===== config.mk =====
export PLATFORM = sky130hd
export DESIGN_NAME = sop_operand_feeder
export DESIGN_NICKNAME = d
export VERILOG_FILES = /design/src/rtl/sop_pkg.sv /design/src/rtl/sop_valid_delay.sv /design/src/rtl/sop_operand_feeder.sv
export SDC_FILE = /design/constraint.sdc
export NUM_CORES = 1
export LEC_CHECK = 0
export CORE_MARGIN = 10
export CORE_UTILIZATION = 47
export CTS_CLUSTER_DIAMETER = 30
export CTS_CLUSTER_SIZE = 20
export DETAILED_ROUTE_END_ITERATION = 16
export PLACE_DENSITY = 0.89
export SKIP_CTS_REPAIR_TIMING = 1
export SLEW_MARGIN = 20
export SYNTH_ARGS = -nofsm -noshare
export SYNTH_HDL_FRONTEND = slang
export SYNTH_SLANG_ARGS = --single-unit

===== constraint.sdc =====
create_clock -name clk -period 5.6 [get_ports clk]
set_clock_uncertainty 0.1 [all_clocks]
set_input_delay 1.68 -clock clk [delete_from_list [all_inputs] [get_ports clk]]
set_output_delay 1.68 -clock clk [all_outputs]
set_load 0.005 [all_outputs]

===== src/rtl/sop_pkg.sv =====
// Shared constants and types for the sum-of-products datapath: state encoding,
// default operand width, tap count and the downstream result width helper.
package sop_pkg;

  localparam int SOP_WIDTH = 4;
  localparam int TAPS      = 4;

  typedef enum logic [1:0] {
    ST_IDLE = 2'd0,
    ST_FILL = 2'd1,
    ST_RUN  = 2'd2
  } state_t;

  function automatic int sop_out_w(input int w);
    return 2 * w + 2;
  endfunction

endpackage


===== src/rtl/sop_valid_delay.sv =====
// Fixed-latency shift register that carries the operand-valid tag forward so it
// lines up with the downstream sum-of-products result.
module sop_valid_delay #(
  parameter int LAT = 1
) (
  input  logic clk,
  input  logic rst_n,
  input  logic clr,
  input  logic din,
  output logic dout
);

  logic [LAT-1:0] sr;

  always_ff @(posedge clk or negedge rst_n) begin
    if (!rst_n) begin
      sr <= '0;
    end else if (clr) begin
      sr <= '0;
    end else begin
      sr[0] <= din;
      for (int i = 1; i < LAT; i++) begin
        sr[i] <= sr[i-1];
      end
    end
  end

  assign dout = sr[LAT-1];

endmodule


===== src/rtl/sop_operand_feeder.sv =====
// Upstream operand stage: serial samples into a 4-tap delay line, coefficient
// register file, and valid strobes aligned to the sum-of-products result.
module sop_operand_feeder
  import sop_pkg::*;
#(
  parameter int WIDTH   = SOP_WIDTH,
  parameter int SOP_LAT = 1
) (
  input  logic             clk,
  input  logic             rst_n,
  input  logic             start,
  input  logic             stop,
  input  logic             flush,
  input  logic             coef_we,
  input  logic [1:0]       coef_addr,
  input  logic [WIDTH-1:0] coef_data,
  input  logic             s_valid,
  output logic             s_ready,
  input  logic [WIDTH-1:0] s_data,
  output logic [WIDTH-1:0] d1,
  output logic [WIDTH-1:0] d2,
  output logic [WIDTH-1:0] d3,
  output logic [WIDTH-1:0] d4,
  output logic [WIDTH-1:0] c1,
  output logic [WIDTH-1:0] c2,
  output logic [WIDTH-1:0] c3,
  output logic [WIDTH-1:0] c4,
  output logic             op_valid,
  output logic             res_valid,
  output logic             coef_err,
  output logic [1:0]       state_o
);

  state_t           state, state_nxt;
  logic [2:0]       fill_cnt, fill_inc;
  logic             active, accept, full_now, tag_clr;
  logic [WIDTH-1:0] dl   [TAPS];
  logic [WIDTH-1:0] coef [TAPS];

  always_ff @(posedge clk or negedge rst_n) begin
    if (!rst_n) state <= ST_IDLE;
    else        state <= state_nxt;
  end

  // stop outranks flush; flush restarts the fill from wherever we are.
  always_comb begin
    state_nxt = state;
    case (state)
      ST_IDLE: if (start) state_nxt = ST_FILL;
      ST_FILL, ST_RUN: begin
        if (stop)                           state_nxt = ST_IDLE;
        else if (flush)                     state_nxt = ST_FILL;
        else if (state == ST_FILL && full_now) state_nxt = ST_RUN;
      end
      default: state_nxt = ST_IDLE;
    endcase
  end

  always_comb begin
    active   = (state != ST_IDLE);
    s_ready  = active && !flush && !stop;
    accept   = s_valid && s_ready;
    fill_inc = (fill_cnt >= 3'(TAPS)) ? 3'(TAPS) : fill_cnt + 3'd1;
    full_now = accept && (fill_inc == 3'(TAPS));
    tag_clr  = active && flush && !stop;
    state_o  = state;
  end

  always_ff @(posedge clk or negedge rst_n) begin
    if (!rst_n) begin
      for (int i = 0; i < TAPS; i++) dl[i] <= '0;
      fill_cnt <= '0;
      op_valid <= 1'b0;
    end else begin
      op_valid <= full_now;
      if (!active) begin
        if (start) fill_cnt <= '0;
      end else if (flush) begin
        for (int i = 0; i < TAPS; i++) dl[i] <= '0;
        fill_cnt <= '0;
      end else if (accept) begin
        dl[0] <= s_data;
        for (int i = 1; i < TAPS; i++) dl[i] <= dl[i-1];
        fill_cnt <= fill_inc;
      end
    end
  end

  // Coefficients are only writable while idle so a running window never
  // mixes old and new weights.
  always_ff @(posedge clk or negedge rst_n) begin
    if (!rst_n) begin
      for (int i = 0; i < TAPS; i++) coef[i] <= '0;
      coef_err <= 1'b0;
    end else if (coef_we) begin
      if (!active) coef[coef_addr] <= coef_data;
      else         coef_err <= 1'b1;
    end
  end

  sop_valid_delay #(.LAT(SOP_LAT)) u_valid_delay (
    .clk   (clk),
    .rst_n (rst_n),
    .clr   (tag_clr),
    .din   (op_valid),
    .dout  (res_valid)
  );

  assign d1 = dl[0];
  assign d2 = dl[1];
  assign d3 = dl[2];
  assign d4 = dl[3];
  assign c1 = coef[0];
  assign c2 = coef[1];
  assign c3 = coef[2];
  assign c4 = coef[3];

endmodule


==> reports/qor.csv <==
metric,value,unit
main flop type after synthesis,dfrtp_1,
RSZ-0062 raised after global routing,false,
Starting Density,0.494,
antenna-violating nets left,0,
"top cells by area, synth","dfrtp_1 60%, a22o_1 8.4%, mux2_1 6.0%",
DIE AREA,6350,sq um
std cell rows,21,
total grt overflow,0,
CTS Buf Count,5,
clk root buf,clkbuf_4,
Mapped Nets,145,
Longest Clk Path Bufs,2,
worst-skew pair later-pin latency,0.35,ns
# fillers,245,
Mapped Area,1680,sq um
total global-route track usage,0.128,
vias in the first global route,1308,
Ys Warns,0,
# setup viols final,0,
DR iter-0 viols,43,
outcome,completed,
"Critical Path, Cell by Cell",clkdlybuf4s50_1 > nor3_1 > clkdlybuf4s50_1,
H-tree Lvls,2,
Die W,79.7,um
kind of cell adding the most delay to the critical path,buffers and inverters,
cell mode on critical path,clkdlybuf4s50_1,
max-cap check violation count,0,
Static Leak,1.01,nW
CP Launch Type,input port,
DRT Pass-1 Iters,4,
crit path time final,4.79,ns
antenna violations before repair,0,
clock sink total,40,
fin util,0.680,
syn_area_per_cell,13.7,sq um
Area Growth Syn to Fin,37.6,%
VDD IR max,0.213,mV
hpwl dp,3050,um
share of Yosys cell area claimed by the top area cell type,0.597,
biggest area consumer among synthesized cells,dfrtp_1,
CP max stage delay,0.56,ns
RePlAce Congestion,0.773,
"Reg clk slew, reported paths",0.12,ns
Crit Path Max Fanout,8,
Synth Register Bits,40,
Max Slew Vio Count,0,
crit path max-delay cell type,clkdlybuf4s50_1,
CORE AREA,3390,sq um
largest net degree at the start of global routing,41,
Slew headroom,0.423,
final WL,3900,um
layout cell share with drive strength beyond 1,0.117,
first-pass GRT wire length,6430,um
highest clock rate,209,MHz
CP bufs+invs,2,
worst slew pin tran,0.866,ns
Crit path arrival time,3.01,ns
TritonCTS clock tree,yes,
fin nets,203,
number of synthesized flops with an enable pin,0,
HP Class,flop to flop,
Place WS,0.811,ns
crit end category,output port,
Post-Synthesis Cells,122,
# diodes,0,
"Hold Vio Cnt, Final",0,
WL per Instance,17.3,um
setup TNS,0,ns
commonest cells in the synthesized netlist,"40 x dfrtp_1, 16 x a22o_1, 9 x mux2_1",
post-synthesis sequential area ratio,0.597,
final worst path period share,0.856,
Power Total,0.929,mW
Final WS setup,0.808,ns
Synth cell types,27,
kind of critical path,input port to output port,
vias,1189,
Crit path required time,3.82,ns
# IOs,55,
vias per cell,5.26,
Post-route DRC,0,
I/O Buffers,54,
PD cells,403,nW/um^2
ys async rst share,1.00,
most frequent cell after synthesis,dfrtp_1,
Vert. Die Dim,79.7,um
metrics by stage:
step                      hold WS (ns)  std cells  cell area [sq um]
after floorplan                  0.351        122               1680
after global placement           0.337        219               2260
after detailed placement         0.358        219               2260
after CTS                        0.386        226               2310
after global routing             0.406        226               2310
final                            0.377        226               2310
sequential cells by signal (all words and copies together) (netlist names):
signal and cells:
d1 4, c2 4, c3 4, d2 4, c4 4, c1 4
u_valid_delay.dout 1, coef_err 1, d3 4, state_o 2, fill_cnt 3, op_valid 1
d4 4
power by group:
part / internal [mW] / switching [mW]
Sequential: 0.366 / 0.0482
Clock: 0.0458 / 0.0893
Combinational: 0.223 / 0.156
worst reg2reg max path, cell delays in order, from the launching register on:
cell,delay (ns)
dfrtp_1,0.43
inv_1,0.09
ha_1,0.36
nor4b_4,0.30
buf_4,0.27
nand3_1,0.12
o21ai_2,0.16
mux2_1,0.34
final cells by class:
type | instances | area [sq um] | area share
clock buffers | 5 | 37.5 | 0.0163
clock inverters | 2 | 12.5 | 0.00543
inverters | 8 | 30.0 | 0.0130
multi-input cells | 70 | 624 | 0.271
flip-flops and latches | 40 | 1000 | 0.434
well taps | 46 | 57.6 | 0.0250
repair buffers | 55 | 543 | 0.235
layer usage:
layer | GRT usage | wire length [um] | part of all wire | vias to the layer above
li1 | - | - | - | 557
met1 | 0.146 | 1580 | 0.40 | 582
met2 | 0.201 | 1870 | 0.48 | 43
met3 | 0.0597 | 368 | 0.094 | 7
met4 | 0.0573 | 88 | 0.023 | 0
met5 | 0 | 0 | 0 | -
worst paths after layout:
path	from	endpoint	slack, ns	depth (start not counted)
setup / recovery	flush	s_ready	0.81	3
hold / removal	coef_err	coef_err	0.38	1
setup reg to reg	state_o[0]	state_o[0]	3.32	7
hold reg to reg	coef_err	coef_err	0.38	1
max in group asynchronous	rst_n	d1[1]	3.53	1
min in group asynchronous	rst_n	c2[0]	1.34	1
layout by cell type, fill, tap and decap left out, drive strengths merged:
| cell | instances |
|---|---|
| clkdlybuf4s50 | 53 |
| dfrtp | 40 |
| mux2 | 17 |
| a22o | 16 |
| inv | 8 |
| ha | 6 |
| clkbuf | 5 |
| nand2 | 4 |
| nor2b | 3 |
| nand3 | 3 |
| nor2 | 2 |
| o31ai | 2 |
| o21ai | 2 |
| a21oi | 2 |
| nor3 | 2 |
| buf | 2 |
| a31oi | 1 |
| nor4b | 1 |
| a21boi | 1 |
| or4b | 1 |
| nand2b | 1 |
| mux2i | 1 |
| a211oi | 1 |
| a21o | 1 |
| nand4b | 1 |
| nand4 | 1 |
| a32o | 1 |
| clkinvlp | 1 |
| clkinv | 1 |
logic make-up after synthesis:
kind of cell / share of synthesized area
AO/OA/AOI/OAI: 0.132
adder cells (fa/ha/maj): 0.0448
buffers and inverters: 0.0299
flip-flops: 0.597
multiplexers: 0.120
AND/OR/NAND/NOR: 0.0754
Note: power is estimated with default switching activity, not from simulation.
